**src/rtl/video_pkg.sv**
```systemverilog
// Shared types, register map and reset constants for the video layer register file.
package video_pkg;

   localparam int unsigned ADDR_W       = 5;
   localparam int unsigned DATA_W       = 8;
   localparam int unsigned CFG_W        = 24;
   localparam int unsigned LAYER_BYTES  = 3;
   localparam int unsigned LAYER_STRIDE = 3;
   localparam int unsigned LAYER0_BASE  = 4;
   localparam int unsigned MAX_LAYERS   = 8;

   localparam logic [ADDR_W-1:0] REG_PAL_BASE  = 5'h00;
   localparam logic [ADDR_W-1:0] REG_CTRL      = 5'h01;
   localparam logic [ADDR_W-1:0] REG_STATUS    = 5'h02;
   localparam logic [ADDR_W-1:0] REG_FRAME_CNT = 5'h03;

   localparam int unsigned CTRL_SHADOW_EN = 0;
   localparam int unsigned CTRL_COMMIT    = 1;
   localparam int unsigned CTRL_IRQ_MASK  = 2;
   localparam int unsigned STATUS_PENDING = 0;
   localparam int unsigned STATUS_IRQ     = 2;

   localparam logic [DATA_W-1:0] PAL_BASE_RESET = 8'hFF;

   typedef struct packed {
      logic [1:0] map_w;
      logic [1:0] map_h;
      logic       bitmap;
      logic       enable;
      logic [1:0] depth;
      logic [5:0] map_base;
      logic       pix_dbl;
      logic       line_dbl;
      logic [5:0] tile_base;
      logic       tile_w;
      logic       tile_h;
   } layer_cfg_t;

   localparam layer_cfg_t LAYER_CFG_RESET = layer_cfg_t'(24'h08_0000);

   // First register address owned by layer slot n.
   function automatic logic [ADDR_W-1:0] slot_base(input int unsigned n);
      return ADDR_W'(LAYER0_BASE + LAYER_STRIDE * n);
   endfunction

endpackage

```
**src/rtl/video_layer_regs_if.sv**
```systemverilog
// Wishbone slave bus bundle for the video layer register file.
interface video_layer_regs_if;
   import video_pkg::*;

   logic [ADDR_W-1:0] wb_addr_i;
   logic [DATA_W-1:0] wb_data_i;
   logic [DATA_W-1:0] wb_data_o;
   logic              wb_strobe_i;
   logic              wb_write_i;
   logic              wb_ack_o;
   logic              wb_stall_o;

   modport slave (
      input  wb_addr_i, wb_data_i, wb_strobe_i, wb_write_i,
      output wb_data_o, wb_ack_o, wb_stall_o
   );

   modport master (
      output wb_addr_i, wb_data_i, wb_strobe_i, wb_write_i,
      input  wb_data_o, wb_ack_o, wb_stall_o
   );

endinterface

```
**src/rtl/video_layer_slot.sv**
```systemverilog
// One layer slot: 3-byte staging copy, active copy, address decode and read mux.
module video_layer_slot
   import video_pkg::*;
(
   input  logic              clk,
   input  logic              rst,
   input  logic [ADDR_W-1:0] base,
   input  logic [ADDR_W-1:0] addr,
   input  logic [DATA_W-1:0] wdata,
   input  logic              we,
   input  logic              shadow_en,
   input  logic              load,
   output layer_cfg_t        active,
   output logic [DATA_W-1:0] rdata_c
);

   layer_cfg_t        staging;
   logic [ADDR_W-1:0] offset_c;
   logic              hit_c;

   assign offset_c = addr - base;
   assign hit_c    = (addr >= base) && (offset_c < ADDR_W'(LAYER_BYTES));

   // CFG0 lives in the top byte of the struct, CFG2 in the bottom byte.
   always_comb begin
      rdata_c = '0;
      if (hit_c) begin
         case (offset_c[1:0])
            2'd0:    rdata_c = staging[23:16];
            2'd1:    rdata_c = staging[15:8];
            2'd2:    rdata_c = staging[7:0];
            default: rdata_c = '0;
         endcase
      end
   end

   // A load copies the pre-write staging; an unshadowed write also lands in active.
   always_ff @(posedge clk) begin
      if (rst) begin
         staging <= LAYER_CFG_RESET;
         active  <= LAYER_CFG_RESET;
      end else begin
         if (load) active <= staging;
         if (we && hit_c) begin
            case (offset_c[1:0])
               2'd0: begin
                  staging[23:16] <= wdata;
                  if (!shadow_en) active[23:16] <= wdata;
               end
               2'd1: begin
                  staging[15:8] <= wdata;
                  if (!shadow_en) active[15:8] <= wdata;
               end
               2'd2: begin
                  staging[7:0] <= wdata;
                  if (!shadow_en) active[7:0] <= wdata;
               end
               default: ;
            endcase
         end
      end
   end

endmodule

```
**src/rtl/video_layer_regs.sv**
```systemverilog
// Wishbone register file holding palette base and per-layer config with optional frame-synchronous commit.
// Optional frame interrupt is built when VIDEO_FRAME_IRQ_EN is defined.
module video_layer_regs
   import video_pkg::*;
#(
   parameter int unsigned NUM_LAYERS = 4
)(
   input  logic                          wb_clk_i,
   input  logic                          wb_reset_i,
   video_layer_regs_if.slave             wb,
   input  logic                          next_frame_i,
   output logic [DATA_W-1:0]             pal_base_o,
   output layer_cfg_t [NUM_LAYERS-1:0]   layer_cfg_o,
   output logic                          commit_pending_o
`ifdef VIDEO_FRAME_IRQ_EN
   ,
   output logic                          irq_o
`endif
);

   logic              wr_c;
   logic              rd_c;
   logic              ctrl_wr_c;
   logic              pal_wr_c;
   logic              commit_set_c;
   logic              shadow_fall_c;
   logic              load_c;
   logic              pending_d;
   logic [DATA_W-1:0] rdata_c;
   logic [DATA_W-1:0] slot_rdata [NUM_LAYERS];

   logic              shadow_en_q;
   logic [DATA_W-1:0] pal_stg_q;
   logic [DATA_W-1:0] frame_cnt_q;
   logic              irq_flag_q;
   logic              irq_mask_q;

   assign wb.wb_stall_o = 1'b0;

   assign wr_c      = wb.wb_strobe_i &  wb.wb_write_i;
   assign rd_c      = wb.wb_strobe_i & ~wb.wb_write_i;
   assign ctrl_wr_c = wr_c && (wb.wb_addr_i == REG_CTRL);
   assign pal_wr_c  = wr_c && (wb.wb_addr_i == REG_PAL_BASE);

   // Commit only arms when the same write leaves shadowing enabled.
   assign commit_set_c  = ctrl_wr_c & wb.wb_data_i[CTRL_COMMIT] & wb.wb_data_i[CTRL_SHADOW_EN];
   assign shadow_fall_c = ctrl_wr_c & ~wb.wb_data_i[CTRL_SHADOW_EN] & shadow_en_q;
   assign load_c        = commit_pending_o & (next_frame_i | shadow_fall_c);

   always_comb begin
      pending_d = commit_pending_o;
      if (next_frame_i || shadow_fall_c) pending_d = 1'b0;
      if (commit_set_c)                  pending_d = 1'b1;
   end

`ifdef VIDEO_FRAME_IRQ_EN
   logic status_wr_c;
   logic irq_flag_d;
   logic irq_mask_d;

   assign status_wr_c = wr_c && (wb.wb_addr_i == REG_STATUS);
   // A frame pulse wins over a simultaneous clear.
   assign irq_flag_d  = next_frame_i |
                        (irq_flag_q & ~(status_wr_c & wb.wb_data_i[STATUS_IRQ]));
   assign irq_mask_d  = ctrl_wr_c ? wb.wb_data_i[CTRL_IRQ_MASK] : irq_mask_q;

   always_ff @(posedge wb_clk_i) begin
      if (wb_reset_i) begin
         irq_flag_q <= 1'b0;
         irq_mask_q <= 1'b0;
         irq_o      <= 1'b0;
      end else begin
         irq_flag_q <= irq_flag_d;
         irq_mask_q <= irq_mask_d;
         irq_o      <= irq_flag_d & irq_mask_d;
      end
   end
`else
   assign irq_flag_q = 1'b0;
   assign irq_mask_q = 1'b0;
`endif

   // Read mux returns staging values; unmapped addresses fall through to zero.
   always_comb begin
      rdata_c = '0;
      case (wb.wb_addr_i)
         REG_PAL_BASE:  rdata_c = pal_stg_q;
         REG_CTRL: begin
            rdata_c[CTRL_SHADOW_EN] = shadow_en_q;
            rdata_c[CTRL_IRQ_MASK]  = irq_mask_q;
         end
         REG_STATUS: begin
            rdata_c[STATUS_PENDING] = commit_pending_o;
            rdata_c[STATUS_IRQ]     = irq_flag_q;
         end
         REG_FRAME_CNT: rdata_c = frame_cnt_q;
         default: begin
            for (int i = 0; i < int'(NUM_LAYERS); i++) rdata_c = rdata_c | slot_rdata[i];
         end
      endcase
   end

   always_ff @(posedge wb_clk_i) begin
      if (wb_reset_i) begin
         wb.wb_ack_o      <= 1'b0;
         wb.wb_data_o     <= '0;
         shadow_en_q      <= 1'b0;
         commit_pending_o <= 1'b0;
         frame_cnt_q      <= '0;
         pal_stg_q        <= PAL_BASE_RESET;
         pal_base_o       <= PAL_BASE_RESET;
      end else begin
         wb.wb_ack_o      <= wb.wb_strobe_i;
         commit_pending_o <= pending_d;
         if (rd_c)         wb.wb_data_o <= rdata_c;
         if (next_frame_i) frame_cnt_q  <= frame_cnt_q + DATA_W'(1);
         if (ctrl_wr_c)    shadow_en_q  <= wb.wb_data_i[CTRL_SHADOW_EN];
         if (load_c)       pal_base_o   <= pal_stg_q;
         if (pal_wr_c) begin
            pal_stg_q <= wb.wb_data_i;
            if (!shadow_en_q) pal_base_o <= wb.wb_data_i;
         end
      end
   end

   for (genvar g = 0; g < int'(NUM_LAYERS); g++) begin : g_slot
      video_layer_slot u_slot (
         .clk       (wb_clk_i),
         .rst       (wb_reset_i),
         .base      (slot_base(g)),
         .addr      (wb.wb_addr_i),
         .wdata     (wb.wb_data_i),
         .we        (wr_c),
         .shadow_en (shadow_en_q),
         .load      (load_c),
         .active    (layer_cfg_o[g]),
         .rdata_c   (slot_rdata[g])
      );
   end

endmodule

```
**src/flat_wrapper.sv**
```systemverilog
// flat-port wrapper written by rule: the top's interface ports become plain ports
module video_layer_regs_flat import video_pkg::*;
#(
   parameter int unsigned NUM_LAYERS = 4
)
  (wb_clk_i, wb_reset_i, next_frame_i, pal_base_o, layer_cfg_o, commit_pending_o, wb_wb_addr_i, wb_wb_data_i, wb_wb_strobe_i, wb_wb_write_i, wb_wb_data_o, wb_wb_ack_o, wb_wb_stall_o);
  video_layer_regs_if wb_i ();
  input  logic wb_clk_i;
  input  logic wb_reset_i;
  input  logic next_frame_i;
  output logic [DATA_W-1:0] pal_base_o;
  output layer_cfg_t [NUM_LAYERS-1:0] layer_cfg_o;
  output logic commit_pending_o;
  input wire logic [$bits(wb_i.wb_addr_i)-1:0] wb_wb_addr_i;
  input wire logic [$bits(wb_i.wb_data_i)-1:0] wb_wb_data_i;
  input wire logic [$bits(wb_i.wb_strobe_i)-1:0] wb_wb_strobe_i;
  input wire logic [$bits(wb_i.wb_write_i)-1:0] wb_wb_write_i;
  output wire logic [$bits(wb_i.wb_data_o)-1:0] wb_wb_data_o;
  output wire logic [$bits(wb_i.wb_ack_o)-1:0] wb_wb_ack_o;
  output wire logic [$bits(wb_i.wb_stall_o)-1:0] wb_wb_stall_o;
  assign wb_i.wb_addr_i = wb_wb_addr_i;
  assign wb_i.wb_data_i = wb_wb_data_i;
  assign wb_i.wb_strobe_i = wb_wb_strobe_i;
  assign wb_i.wb_write_i = wb_wb_write_i;
  assign wb_wb_data_o = wb_i.wb_data_o;
  assign wb_wb_ack_o = wb_i.wb_ack_o;
  assign wb_wb_stall_o = wb_i.wb_stall_o;
  video_layer_regs #(.NUM_LAYERS(NUM_LAYERS)) u_core (.wb_clk_i(wb_clk_i), .wb_reset_i(wb_reset_i), .wb(wb_i), .next_frame_i(next_frame_i), .pal_base_o(pal_base_o), .layer_cfg_o(layer_cfg_o), .commit_pending_o(commit_pending_o));
endmodule
```
**config.mk**
```make
export PLATFORM = sky130hd
export DESIGN_NAME = video_layer_regs_flat
export DESIGN_NICKNAME = d
export VERILOG_FILES = /design/src/rtl/video_pkg.sv /design/src/rtl/video_layer_regs_if.sv /design/src/rtl/video_layer_slot.sv /design/src/rtl/video_layer_regs.sv /design/src/flat_wrapper.sv
export SDC_FILE = /design/constraint.sdc
export NUM_CORES = 1
export LEC_CHECK = 0
export ABC_CLOCK_PERIOD_IN_PS = 5000
export CORE_MARGIN = 1.5
export CORE_UTILIZATION = 40
export CTS_CLUSTER_SIZE = 40
export DETAILED_ROUTE_END_ITERATION = 7
export PLACE_DENSITY = 0.59
export REMOVE_ABC_BUFFERS = 1
export SYNTH_ARGS = -nofsm -noshare
export SYNTH_HDL_FRONTEND = slang
export SYNTH_SLANG_ARGS = --single-unit
```
**constraint.sdc**
```tcl
create_clock -name wb_clk_i -period 5 [get_ports wb_clk_i]
set_input_delay 1 -clock wb_clk_i [delete_from_list [all_inputs] [get_ports wb_clk_i]]
set_output_delay 1 -clock wb_clk_i [all_outputs]
set_load 0.02 [all_outputs]
```
Yosys cells after proc, flatten, opt, wreduce, memory -nomap -nowiden
Cells that the tools add are included.
{ "op_classes": {"add_sub_neg": 5, "n_mul": 0, "n_div": 0, "magnitude_cmp": 8, "n_eq_ne": 11, "shift": 0, "mux": 49, "bitwise": 13, "reduce_logical": 30} }
{ "op_table": {"columns": ["cell", "n"], "rows": [
  ["$mux W8", 31],
  ["$mux W24", 8],
  ["$pmux W8 S3", 4],
  ["$or A8 B8 Y8", 3],
  ["$reduce_and A2 Y1", 12],
  ["$lt A5 B2 Y1 const B", 4],
  ["$pmux W5 S3", 1],
  ["$eq A5 B2 Y1 const B", 2],
  ["$ge A5 B3 Y1 const B", 2],
  ["$ge A5 B4 Y1 const B", 2],
  ["$logic_and A1 B1 Y1", 10],
  ["$sub A5 B3 Y5 const B", 2],
  ["$sub A5 B4 Y5 const B", 2],
  ["$add A8 B1 Y8 const B", 1],
  ["$eq A2 B1 Y1 const B", 4],
  ["$eq A2 B2 Y1 const B", 4],
  ["$logic_not A2 Y1", 4],
  ["$and A1 B1 Y1", 7],
  ["$pmux W1 S3", 2],
  ["$eq A5 B1 Y1 const B", 1],
  ["$logic_not A5 Y1", 1],
  ["$pmux W1 S4", 1],
  ["$mux W1", 2],
  ["$not A1 Y1", 2],
  ["4 further kinds", 4]
]} }
{ "word_totals": {"regBits": 227, "latchBits": 0, "ramBits": 0, "mem_bits_ro": 0, "inputBits": 18, "output_inout_bits": 115, "elab_cells": 211, "mem_count": 0} }

Depth between registers and ports, before layout
{ "depth": {"word_depth": 10, "depth_mapped": 11, "ltp_nobuf": 7} }

By module
From an unflattened synthesis, not the netlist that was laid out.
{ "hier_totals": {"cells_unflattened": 1242, "hier_area_um2": 12321.8} }
{ "by_module_without_submodules": {"columns": ["module", "instances", "cells_each", "area_each_um2", "seq_area_each_um2"], "rows": [
  ["video_layer_slot (u_core.g_slot[2].u_slot ...)", 2, 258, 2611.3, 960.9],
  ["video_layer_slot (u_core.g_slot[0].u_slot)", 1, 268, 2730.1, 960.9],
  ["video_layer_slot (u_core.g_slot[1].u_slot)", 1, 268, 2710.1, 960.9],
  ["video_layer_regs", 1, 190, 1659.1, 700.7]
]} }

Worst setup path after synthesis
OpenSTA, ideal clock, no wires.
{ "synth_timing": {"path_kind": "input-to-reg", "startpoint": "input wb_wb_addr_i[1]", "endpoint": "register u_core.g_slot[3].u_slot.active[7] (netlist name)", "setup_time_ns": 0.120, "arrival_time_ns": 2.645, "setup_slack_ns": 2.235, "path_stages": 9, "path_cell_list": "inv_1 -> ha_1 -> a21oi_2 -> xnor2_2 -> or4_1 -> buf_2 -> buf_6 -> o21ai_1 -> a21oi_1"} }
{ "synth_via": {"elab_chain_len": 10, "elab_cells_between_ends": 16} }
{ "synth_lines": {"columns": ["item", "line_no", "rtl"], "rows": [
  ["start: declaration", "flat_wrapper.sv:14", "input wire logic [$bits(wb_i.wb_addr_i)-1:0] wb_wb_addr_i;"],
  ["parallel branches: the longest is 9 deep, another holds $sub A5 B4 Y5", null, null],
  ["$mux W24 *", "video_layer_slot.sv:44", "if (we && hit_c) begin"],
  ["end signal: assignment", "video_layer_slot.sv:43", "if (load) active <= staging;"],
  ["end: declaration", "video_layer_slot.sv:13", "output layer_cfg_t active,"]
]} }
Every way passes the cells marked *.
A chain may end at the register's enable or synchronous reset.

Final worst setup path
{ "layout_timing": {"startpoint": "input wb_wb_addr_i[2]", "endpoint": "register u_core.g_slot[2].u_slot.active[16] (netlist name)"} }
{ "layout_via": {"elab_chain_len": 10, "elab_cells_between_ends": 15} }
{ "layout_lines": {"columns": ["item", "line_no"], "rows": [
  ["parallel branches: the longest is 9 deep, another holds $sub A5 B4 Y5", null],
  ["$mux W24 *", "video_layer_slot.sv:44"],
  ["end signal: assignment", "video_layer_slot.sv:43"],
  ["end: declaration", "video_layer_slot.sv:13"]
]} }
Marked as above.

==> results by group <==
Detailed routing
  – Detailed Routing Iterations Pass 1: 8
  – DRC errors left: 0
  – DR iter-0 viols: 801
  – Post-Route WL: 32.0 mm
  – Post-DR vias/cell: 5.62
  – Routed vias: 9073
  – DR WL/cell: 19.8 um
  – Antenna-violating nets left: 0

Global route
  – Total Routing Usage GR: 23.5%
  – First-pass GRT wire length: 49.3 mm
  – Initial antenna violation count: 0
  – Vias in the first global route: 8499
  – Largest net degree at the start of global routing: 109
  – GRT overflow: 0

Critical path
  – CP Buf/Inv Count: 3
  – CP max stage delay: 0.63 ns
  – CP arrival: 4.08 ns
  – Critical Path Slowest Stage Cell: clkdlybuf4s50_1
  – Critical path startpoint category: primary input
  – Max FO, Critical Path: 36
  – R2R cell count: 6
  – CP Class: in -> reg
  – Crit-path cells: clkdlybuf4s50_1 -> inv_1 -> ha_1 -> nand2b_4 -> o41ai_2 -> nand2_4 -> buf_4 -> mux2i_1 -> a211oi_1
  – FF-to-FF End: u_core.g_slot[2].u_slot.active[16]$_SDFF_PP0_
  – R2r startpoint: u_core.shadow_en_q$_SDFFE_PP0N_
  – Internal reg-to-reg setup slack: 2.55 ns
  – Crit. End Element: flip-flop
  – CP Depth: 9
  – CP top delay family: buffers and inverters
  – Worst EP required: 5.44 ns

Timing
  – Minimum clock period: 3.64 ns
  – RSZ-0062 raised after global routing: no
  – Final hold vios: 0
  – Slew Viols, Final: 0
  – Worst-Margin Slew: 0.892 ns
  – Period utilization: 72.8%
  – Setup Viol. Count Final: 0
  – Fin Setup TNS: 0 ns
  – F_max: 0.275 GHz
  – Slew Limit Headroom: 40.5%
  – Worst Clk Skew: 0.0122 ns

Synthesis
  – Synth area leader: dfxtp_1
  – Mapped cell area: 10400 um^2
  – Unique masters post-synth: 57
  – Most numerous cell in the Yosys netlist: dfxtp_1
  – Post-Synthesis Cells: 1201
  – Post-synth EDFFs: 0
  – Syn Area/Cell: 8.68 um^2
  – Post-synthesis sequential area ratio: 43.6%
  – Post-synthesis register bit count: 227
  – Yosys top cell area share: 43.6%
  – Synth warn: 0
  – Most used DFF post-synth: dfxtp_1
  – Asr flop ratio synth: 0%
  – Synth top area cells: dfxtp_1, mux2i_1, nand2_1, nor2_1, a311oi_1
  – Top cells by count, synth: dfxtp_1, nand2_1, nor2_1, mux2i_1, clkbuf_1

Job
  – Max-cap violations: 0

Final layout
  – Number of antenna diodes: 0
  – Fraction of layout cells with a size suffix above 1: 7.08%
  – Fin area: 12700 um^2
  – Final Net Count: 1302
  – Area Growth Syn to Fin: 21.8%
  – Non-Filler Instances: 1615

Clocking
  – CTS Buf Count: 26
  – CTS Sinks: 227
  – # hold bufs at CTS: 0
  – CTS tree: built
  – H-Tree Depth: 1
  – Worst-path clk slew: 0.06 ns
  – CTS Buffer Depth: 3
  – Post-CTS Setup Bufs: 0
  – Root buf cell: clkbuf_16
  – Clk_lat worst skew: 0.53 ns
  – Post-cts resize count: 0

Power and ir drop
  – PD cells: 316 nW/um^2
  – Peak VDD IR: 226 uV
  – P_leak: 0.00492 uW
  – Tot Pwr: 4010 uW

Floorplan
  – Core box area: 25400 um^2
  – DIE WIDTH: 164 um
  – Die height: 164 um
  – Cell Rows: 58
  – Initial core utilization: 41.0%
  – Die ar.: 27000 um^2
  – Io pins: 133

Placed design
  – Placed cell count: 1570
  – Hpwl dp: 20.6 mm
  – GPL Wtd Cong: 0.904
  – Port Buffer Count: 131
  – Dpl cell area: 11800 um^2

Worst hold path
  – Hold_sp: u_core.g_slot[1].u_slot.active[1]$_SDFF_PP0_
  – Hold depth: 2
  – Worst Hold Path EP: u_core.g_slot[1].u_slot.active[1]$_SDFF_PP0_
  – Worst hold-check path type: reg -> reg

Run status
  – Status: completed
## cells in the final DEF (no fill, tap or decap), types with 27 or more instances in the layout
cell,netlist,layout
dfxtp_1,227,227
nand2_1,190,189
nor2_1,155,155
clkdlybuf4s50_1,0,130
mux2i_1,117,117
o21ai_0,56,56
a21oi_1,53,53
a311oi_1,44,44
a222oi_1,32,32
a31oi_1,30,30
clkbuf_16,0,27
## metrics by stage
stage | utilization (%) | hold WS [ns] | setup slack [ns]
after floorplan | - | 0.453 | 0.339
after global placement | 46.6 | 0.466 | 0.763
after detailed placement | 46.6 | 0.469 | 0.739
after CTS | 50.0 | 0.477 | 1.29
after global routing | 50.0 | 0.491 | 1.06
final | 50.0 | 0.475 | 1.36
## logic make-up after synthesis
group / after synthesis / share of synthesized area [%]
AOI/OAI and AO/OA: 264 / 18.0
xor gates and xnor gates: 9 / 0.901
adders and majority gates: 16 / 1.92
buffers and inverters: 132 / 5.54
DFF: 227 / 43.6
muxes: 117 / 11.2
other: 1 / 0.0360
and+or+nand+nor: 435 / 18.7
## tightest hold or removal path, cell delays in order (launching register included)
cell and delay (ns):
dfxtp_1 0.31, nand2_1 0.05, a31oi_1 0.06
## worst max path at each step
stage	start	endpoint
4_1_cts	wb_wb_addr_i[2]	u_core.g_slot[0].u_slot.active[12]$_SDFF_PP0_
3_3_place_gp	wb_wb_addr_i[2]	u_core.g_slot[0].u_slot.active[11]$_SDFF_PP0_
5_1_grt	wb_wb_addr_i[2]	u_core.g_slot[0].u_slot.active[14]$_SDFF_PP0_
3_5_place_dp	wb_wb_addr_i[2]	u_core.g_slot[0].u_slot.active[13]$_SDFF_PP0_
6_report	wb_wb_addr_i[2]	u_core.g_slot[2].u_slot.active[16]$_SDFF_PP0_
2_1_floorplan	wb_wb_addr_i[1]	u_core.g_slot[2].u_slot.active[16]$_SDFF_PP0_
## sequential cells by signal (all words and copies together) (netlist names)
signal / flops
u_core.commit_pending_o: 1
u_core.frame_cnt_q: 8
u_core.g_slot.u_slot.active: 96
u_core.g_slot.u_slot.staging: 96
u_core.pal_base_o: 8
u_core.pal_stg_q: 8
u_core.shadow_en_q: 1
u_core.wb.wb_ack_o: 1
u_core.wb.wb_data_o: 8
## where the power goes
part / total (uW) / switching, uW / internal [uW]
registers: 1830 / 10.5 / 1820
logic: 260 / 183 / 77.3
clock network: 1920 / 758 / 1160
total: 4010 / 952 / 3060
## layer usage
metal	GRT usage [%]	part of all wire, %	up-vias
li1	-	-	4438
met2	38.5	47	262
met4	6.14	2.1	0
met3	2.91	4.6	48
met5	0	0	-
met1	32.7	47	4325
## area by class of cell
type                            instances  area (um^2)
Fill cell                            2435        12700
Multi-Input combinational cell        842         5310
Sequential cell                       227         4540
Timing Repair Buffer                  153         1500
Clock buffer                           37          763
Tap cell                              330          413
Clock inverter                          8         98.8
Inverter                               18         67.6
(Power assumes the default switching activity.)
